**src/rtl/sm2201_bus_cycle_initiator.sv**
```systemverilog
// Host-side initiator for SM2201 board bus cycles toward micro_program_automate.
// It accepts one command at a time, strobes sel with setup/hold spacing and returns a one-cycle response.
module sm2201_bus_cycle_initiator #(
  parameter int DATA_WIDTH     = 16,
  parameter int SETUP_CYCLES   = 2,
  parameter int HOLD_CYCLES    = 2,
  parameter int TIMEOUT_CYCLES = 64
) (
  input  logic                  clk,
  input  logic                  reset,
  input  logic                  cmd_valid,
  output logic                  cmd_ready,
  input  logic [1:0]            cmd_a,
  input  logic                  cmd_w,
  input  logic                  cmd_tim,
  input  logic [DATA_WIDTH-1:0] cmd_wdata,
  input  logic                  cfg_ie,
  output logic                  rsp_valid,
  output logic [DATA_WIDTH-1:0] rsp_rdata,
  output logic                  rsp_x0,
  output logic                  rsp_x1,
  output logic                  rsp_timeout,
  output logic [1:0]            a,
  output logic                  w,
  output logic                  sel,
  output logic                  tim,
  output logic                  ie,
  output logic [DATA_WIDTH-1:0] d_out,
  output logic                  d_oe,
  input  logic                  rdy,
  input  logic                  x0,
  input  logic                  x1,
  input  logic [DATA_WIDTH-1:0] d_in
);

  localparam int MAX_SH  = (SETUP_CYCLES > HOLD_CYCLES) ? SETUP_CYCLES : HOLD_CYCLES;
  localparam int MAX_CYC = (MAX_SH > TIMEOUT_CYCLES) ? MAX_SH : TIMEOUT_CYCLES;
  localparam int CNT_W   = $clog2(MAX_CYC + 1);

  localparam logic [CNT_W-1:0] CNT_ONE    = CNT_W'(1);
  localparam logic [CNT_W-1:0] CNT_MAX    = '1;
  localparam logic [CNT_W-1:0] SETUP_LOAD = CNT_W'(SETUP_CYCLES - 1);
  localparam logic [CNT_W-1:0] HOLD_LAST  = CNT_W'(HOLD_CYCLES - 1);
  localparam logic [CNT_W-1:0] TO_LAST    = CNT_W'(TIMEOUT_CYCLES - 1);

  typedef enum logic [2:0] {
    S_IDLE,
    S_SETUP,
    S_STROBE,
    S_RELEASE,
    S_RESP
  } state_t;

  state_t           state, state_nxt;
  logic [CNT_W-1:0] cnt, cnt_nxt;
  logic             accept, capture, timeout_hit, exit_release;

  function automatic logic [CNT_W-1:0] sat_inc(input logic [CNT_W-1:0] v);
    return (v == CNT_MAX) ? v : v + CNT_ONE;
  endfunction

  always_ff @(posedge clk or posedge reset) begin
    if (reset) begin
      state <= S_IDLE;
      cnt   <= '0;
    end else begin
      state <= state_nxt;
      cnt   <= cnt_nxt;
    end
  end

  always_comb begin
    state_nxt    = state;
    cnt_nxt      = cnt;
    accept       = 1'b0;
    capture      = 1'b0;
    timeout_hit  = 1'b0;
    exit_release = 1'b0;
    case (state)
      S_IDLE: begin
        if (cmd_valid) begin
          accept    = 1'b1;
          state_nxt = S_SETUP;
          cnt_nxt   = SETUP_LOAD;
        end
      end
      S_SETUP: begin
        if (cnt == '0) begin
          state_nxt = S_STROBE;
          cnt_nxt   = '0;
        end else begin
          cnt_nxt = cnt - CNT_ONE;
        end
      end
      // rdy wins over the timeout on the last strobe clock
      S_STROBE: begin
        if (rdy) begin
          capture   = 1'b1;
          state_nxt = S_RELEASE;
          cnt_nxt   = '0;
        end else if (cnt >= TO_LAST) begin
          timeout_hit = 1'b1;
          state_nxt   = S_RELEASE;
          cnt_nxt     = '0;
        end else begin
          cnt_nxt = sat_inc(cnt);
        end
      end
      S_RELEASE: begin
        if ((cnt >= HOLD_LAST) && !rdy) begin
          exit_release = 1'b1;
          state_nxt    = S_RESP;
        end else if (cnt >= TO_LAST) begin
          timeout_hit  = 1'b1;
          exit_release = 1'b1;
          state_nxt    = S_RESP;
        end else begin
          cnt_nxt = sat_inc(cnt);
        end
      end
      S_RESP:  state_nxt = S_IDLE;
      default: state_nxt = S_IDLE;
    endcase
  end

  assign cmd_ready = (state == S_IDLE);
  assign sel       = (state == S_STROBE);
  assign rsp_valid = (state == S_RESP);

  // Bus fields and response are held between commands; only an accept reloads them.
  always_ff @(posedge clk or posedge reset) begin
    if (reset) begin
      a           <= '0;
      w           <= 1'b0;
      tim         <= 1'b0;
      ie          <= 1'b0;
      d_out       <= '0;
      d_oe        <= 1'b0;
      rsp_rdata   <= '0;
      rsp_x0      <= 1'b0;
      rsp_x1      <= 1'b0;
      rsp_timeout <= 1'b0;
    end else begin
      ie <= cfg_ie;
      if (accept) begin
        a           <= cmd_a;
        w           <= cmd_w;
        tim         <= cmd_tim;
        d_out       <= cmd_wdata;
        d_oe        <= cmd_w;
        rsp_rdata   <= '0;
        rsp_x0      <= 1'b0;
        rsp_x1      <= 1'b0;
        rsp_timeout <= 1'b0;
      end
      if (capture) begin
        rsp_x0 <= x0;
        rsp_x1 <= x1;
        if (!w) rsp_rdata <= d_in;
      end
      if (timeout_hit) begin
        rsp_timeout <= 1'b1;
        rsp_rdata   <= '0;
      end
      if (exit_release) d_oe <= 1'b0;
    end
  end

endmodule

```
**config.mk**
```make
export PLATFORM = sky130hd
export DESIGN_NAME = sm2201_bus_cycle_initiator
export DESIGN_NICKNAME = d
export VERILOG_FILES = /design/src/rtl/sm2201_bus_cycle_initiator.sv
export SDC_FILE = /design/constraint.sdc
export NUM_CORES = 1
export LEC_CHECK = 0
export ABC_AREA = 0
export BUFFER_PORTS_ARGS = -buffer_cell sky130_fd_sc_hd__buf_2
export CORE_AREA = 2 2 101 64
export CTS_CLUSTER_DIAMETER = 30
export DETAILED_ROUTE_END_ITERATION = 8
export DIE_AREA = 0 0 103 66
export GPL_ROUTABILITY_DRIVEN = 0
export HOLD_SLACK_MARGIN = 0.12
export PLACE_DENSITY_LB_ADDON = 0.1
export SLEW_MARGIN = 40
export SYNTH_ARGS = -nofsm -noshare
export SYNTH_HDL_FRONTEND = slang
export SYNTH_SLANG_ARGS = --single-unit
```
**constraint.sdc**
```tcl
create_clock -name clk -period 2.05 [get_ports clk]
set_input_delay 0.205 -clock clk [delete_from_list [all_inputs] [get_ports clk]]
set_output_delay 0.205 -clock clk [all_outputs]
set_load 0.01 [all_outputs]
```
Word level (Yosys, flattened, before mapping) --
Index checks and enable logic that the tools add are counted.
Word-level totals: bits in registers 51, input port bits 43, output and inout bits 44, logic and storage cells 72
Cells by class: $add $sub $neg 2, order comparisons 2, equality and inequality tests 11, muxes and demuxes 35, reductions and logical operators 10
Operators with widths (number):
- two-way mux 16 bit | 4
- two-way mux 7 bit | 7
- case mux 7 bit (4 select lines) | 1
- two-way mux 3 bit | 6
- two-way mux 1 bit | 15
- case mux 3 bit (4 select lines) | 1
- inequality test 2 bit, second input constant | 4
- AND reduction 4 bit | 2
- adder 7 x 1 -> 7 bit, second input constant | 1
- == test 7 bit, second input constant | 1
- >= comparator 7 x 1 -> 1 bit, second input constant | 1
- >= comparator 7 x 6 -> 1 bit, second input constant | 1
- logical NOT 7 bit | 1
- subtractor 7 x 1 -> 7 bit, second input constant | 1
- == test 3 x 2 -> 1 bit, second input constant | 2
- nonzero test 2 bit | 3
- nonzero test 4 bit | 1
- == test 3 x 1 -> 1 bit, second input constant | 1
- == test 3 bit, second input constant | 1
- logical NOT 3 bit | 1
- inequality test 3 x 1 -> 1 bit, second input constant | 1
- inequality test 3 bit, second input constant | 1
- case mux 1 bit (2 select lines) | 1
- logical AND 1 bit | 1
- logical NOT 1 bit | 1

Logic depth before layout (Yosys ltp) --
depth in word-level cells 6, gate-level depth with buffers 8, mapped depth without buffers 7

Worst setup path before layout --
Ideal clock, no wire load.
kind reg2reg, start point register cnt[1], end point register cnt[1], library setup time 0.121 ns, arrival 1.792 ns, path slack 0.137 ns, cell stages (with the launch flop) 9, path buffers 1, cell sequence dfrtp_1 > clkbuf_1 > inv_1 > ha_1 > nor3_1 > a21oi_1 > o21bai_2 > nand2_1 > a22o_1
Between the ends: cells in the longest elaborated chain, start to end 5
RTL lines:
- start: declaration | line 55 | logic [CNT_W-1:0] cnt, cnt_nxt;
- start signal: assignment | line 68 | cnt <= cnt_nxt;
- adder 7 x 1 -> 7 bit or == test 7 bit (tied branches) | line 59 | return (v == CNT_MAX) ? v : v + CNT_ONE;
- two-way mux 7 bit | line 59
- two-way mux 7 bit (on tied branches) | line 113, 101
- two-way mux 7 bit (on tied branches) | line 110, 97
- case mux 7 bit (4 select lines) | line 79 | case (state)
Several ways; a longest one is shown, not always the timed one. The select of a mux whose other input is x is not followed. A chain may end at the register's enable or synchronous reset.

Worst setup path in the final report --
start point register cnt[0], end point register cnt[2]
Same word-level chain as after synthesis.

==> results.cfg <==
[cells_and_area]
final_common_cell = nand2_1
syn_to_final_growth_pct = 36.69
drive_gt1_share_pct = 31.86
final_cell_mix = nand2_1, buf_2, dfrtp_1, nand3_1
fillers = 546
final_nets = 455
n_antenna_cell = 0

[global_route]
grt_pass1_wl_um = 10850
grt.overflow.total = 0
grt_start_max_net_pins = 52
antenna_found_initial = 0
grt_usage_pct = 20.75
grt_pass1_vias = 2245

[setup_path]
crit_buf_inv = 1
timing.rr.start = cnt[0]
worstSetupStartpoint = cnt[0]
crit_chain = ha_1 -> a21o_1 -> buf_4 -> a21oi_1 -> o211a_1 -> o21a_1 -> o22a_1
crit_slowest_cell = dfrtp_1
worst-setup-path-type = flip-flop to flip-flop
crit_cells = 7
worstPathMaxFanout = 6
reg2regPathDepth = 7
cp-endpoint = cnt[2]
path_delay_family = compound AO/OA/AOI/OAI gates
cp.required_ns = 2.29
worst_ep_arrival_time_ns = 2.20
worstReg2RegEnd = cnt[2]
max_stage_delay_ns = 0.46
worstSetupStartpointType = flip-flop
reg2reg_slack_ns = 0.09
cp-end-kind = flip-flop

[die]
rows = 22
start_util_pct = 43.82
core_sq_um = 5891
die_h_um = 66
die_area_sq_um = 6798
die_w_um = 103
ios = 87

[sta]
hold_violations = 0
tns_ns = 0
finalCritPeriodShare_pct = 95.74
setup_viol = 0
drv_slew = 0
timing.fmax_mhz = 509.5
skew_ns = 0.007831
period_needed_ns = 1.963
rsz0062_at_grt = no
worst_pin_slew_ns = 0.5618
relSlewSlack_pct = 62.55

[logic_synthesis]
synth_edf_count = 0
synth.distinct_cells = 55
syn_inst = 292
syn-cell-area_sq_um = 2581
syn_nets = 339
ys_ff_latch = 51
synth-main-ff-cell = dfrtp_1
ys_warn_count = 0
syn_area_per_cell_sq_um = 8.840
ys_seq_area_share_pct = 49.44
ys_async_sr_fraction_pct = 100.0

[detailed_routing]
vias = 2464
antenna_left = 0
routed_wl_um = 6978
dr.pass1.iters = 4
via_per_inst = 5.008
drcViolationCount = 0
routedWlPerCell_um = 14.18
drt_iter0_drc = 190

[power_and_ir_drop]
power_uw = 5253
p_sw_uw = 2213
clockPowerShare_pct = 12.8
max-vdd-ir-drop_mv = 0.6515
power_leakage_uw = 0.001830
p_int_uw = 3040
netSwitchingFraction_pct = 42.13
p_per_area_nw_per_um2 = 1489
p_seq_share_pct = 34.8
pwr-share-comb_pct = 52.3

[cts]
cts_sinks = 51
root_buffer = clkbuf_8
h-tree-depth = 2
cts_setup_buffers = 0
insertion_delay_ns = 0.29
cts_buffer_depth = 2
cts_tree = done
clk_pin_slew_ns = 0.09
cts_buffers = 5

[min_path]
worstHoldPathType = input port to flip-flop

[placed_design]
dp_hpwl_um = 4977
io_buffer_count = 86

[run_status]
status = finished clean

[job]
max_cap_violations = 0
-- sequential cells by signal, summed over array words and instances, names as in the netlist, 2 cells and up --
name,count
a,2
rsp_rdata,16
state,3
cnt,7
d_out,16
-- cells by family after synthesis --
logic type	share of synthesized area, %
AOI/OAI and AO/OA	18.08
xor gates and xnor gates	0.3394
adders and majority gates	1.939
buffers and inverters	4.798
DFF	49.44
muxes	0.3878
and+or+nand+nor	25.01
-- through the flow --
step / area (sq um) / utilization, % / setup slack, ns / hold WS (ns) / cells
after detailed placement: 3206 / 54.42 / 0.1049 / 0.2758 / 464
final: 3528 / 59.90 / 0.08738 / 0.1334 / 492
after global placement: 3206 / 54.42 / 0.1665 / 0.2734 / 464
after floorplan: 2581 / - / 0.1368 / 0.2364 / 292
after global routing: 3528 / 59.90 / 0.02805 / 0.1246 / 492
after CTS: 3518 / 59.73 / 0.08385 / 0.1232 / 492
-- cells in the mapped netlist (2+ instances only) --
master    number  share of area [%]
o22ai_1        2               0.48
clkbuf_1       8                1.2
ha_1           4                1.9
a21oi_1       21                4.1
buf_2          8                1.6
buf_4          2               0.58
nand2_1       90                 13
and2_1         3               0.73
a31oi_1        3               0.73
dfrtp_1       51                 49
a21o_1         3               0.87
nand2b_1       2               0.48
nor2_1        14                2.0
a22o_1         5                1.7
o211ai_1       5                1.5
o21ai_0        2               0.39
a21oi_2        2               0.68
nand3_1       22                4.3
inv_1          6               0.87
nor3_1         2               0.39
nor2b_1        3               0.73
-- repair_timing --
action                     in CTS  in global routing
hold endpoints to repair       71                  0
hold buffers                   21                  0
setup endpoints to repair       0                 20
gates resized for setup         0                  3
-- routing by layer --
| layer | global-route usage, % | wire (um) | up-vias |
|---|---|---|---|
| met5 | 0 | 0 | - |
| met4 | 4.605 | 17 | 0 |
| met3 | 4.968 | 538 | 2 |
| met2 | 29.38 | 2846 | 101 |
| met1 | 31.89 | 3575 | 1133 |
| li1 | - | - | 1228 |
-- power groups by stage --
stage	Clock [uW]	Combinational [uW]	Sequential, uW
floorplan	0	1620	1890
global placement	0	2660	1830
detailed placement	0	2700	1830
CTS	691	2720	1830
global route	731	3040	1900
finish	675	2750	1830
-- worst min path at each step --
stage	startpoint	end	slack, ns	cells after the start
6_report	d_in[5]	rsp_rdata[5]	0.13	3
5_1_grt	d_in[6]	rsp_rdata[6]	0.12	3
4_1_cts	x1	rsp_x1	0.12	2
3_5_place_dp	reset	d_out[10]	0.28	3
3_3_place_gp	reset	cnt[5]	0.27	3
2_1_floorplan	cfg_ie	ie	0.24	0
-- worst reg2reg max path, stage by stage, from the launching register on --
cell and delay [ns]:
dfrtp_1 0.46, ha_1 0.27, a21o_1 0.18, buf_4 0.14, a21oi_1 0.25, o211a_1 0.34, o21a_1 0.16, o22a_1 0.12
-- final cells by class --
class / instances / area [sq um] / area share [%]
Clock buffer: 6 / 72.57 / 2.057
Clock inverter: 1 / 30.03 / 0.8511
Inverter: 6 / 22.52 / 0.6383
Multi-Input combinational cell: 215 / 1191 / 33.76
Sequential cell: 51 / 1276 / 36.17
Tap cell: 84 / 105.1 / 2.979
Timing Repair Buffer: 129 / 830.8 / 23.55
No activity file was read; power rests on OpenSTA's default activity.
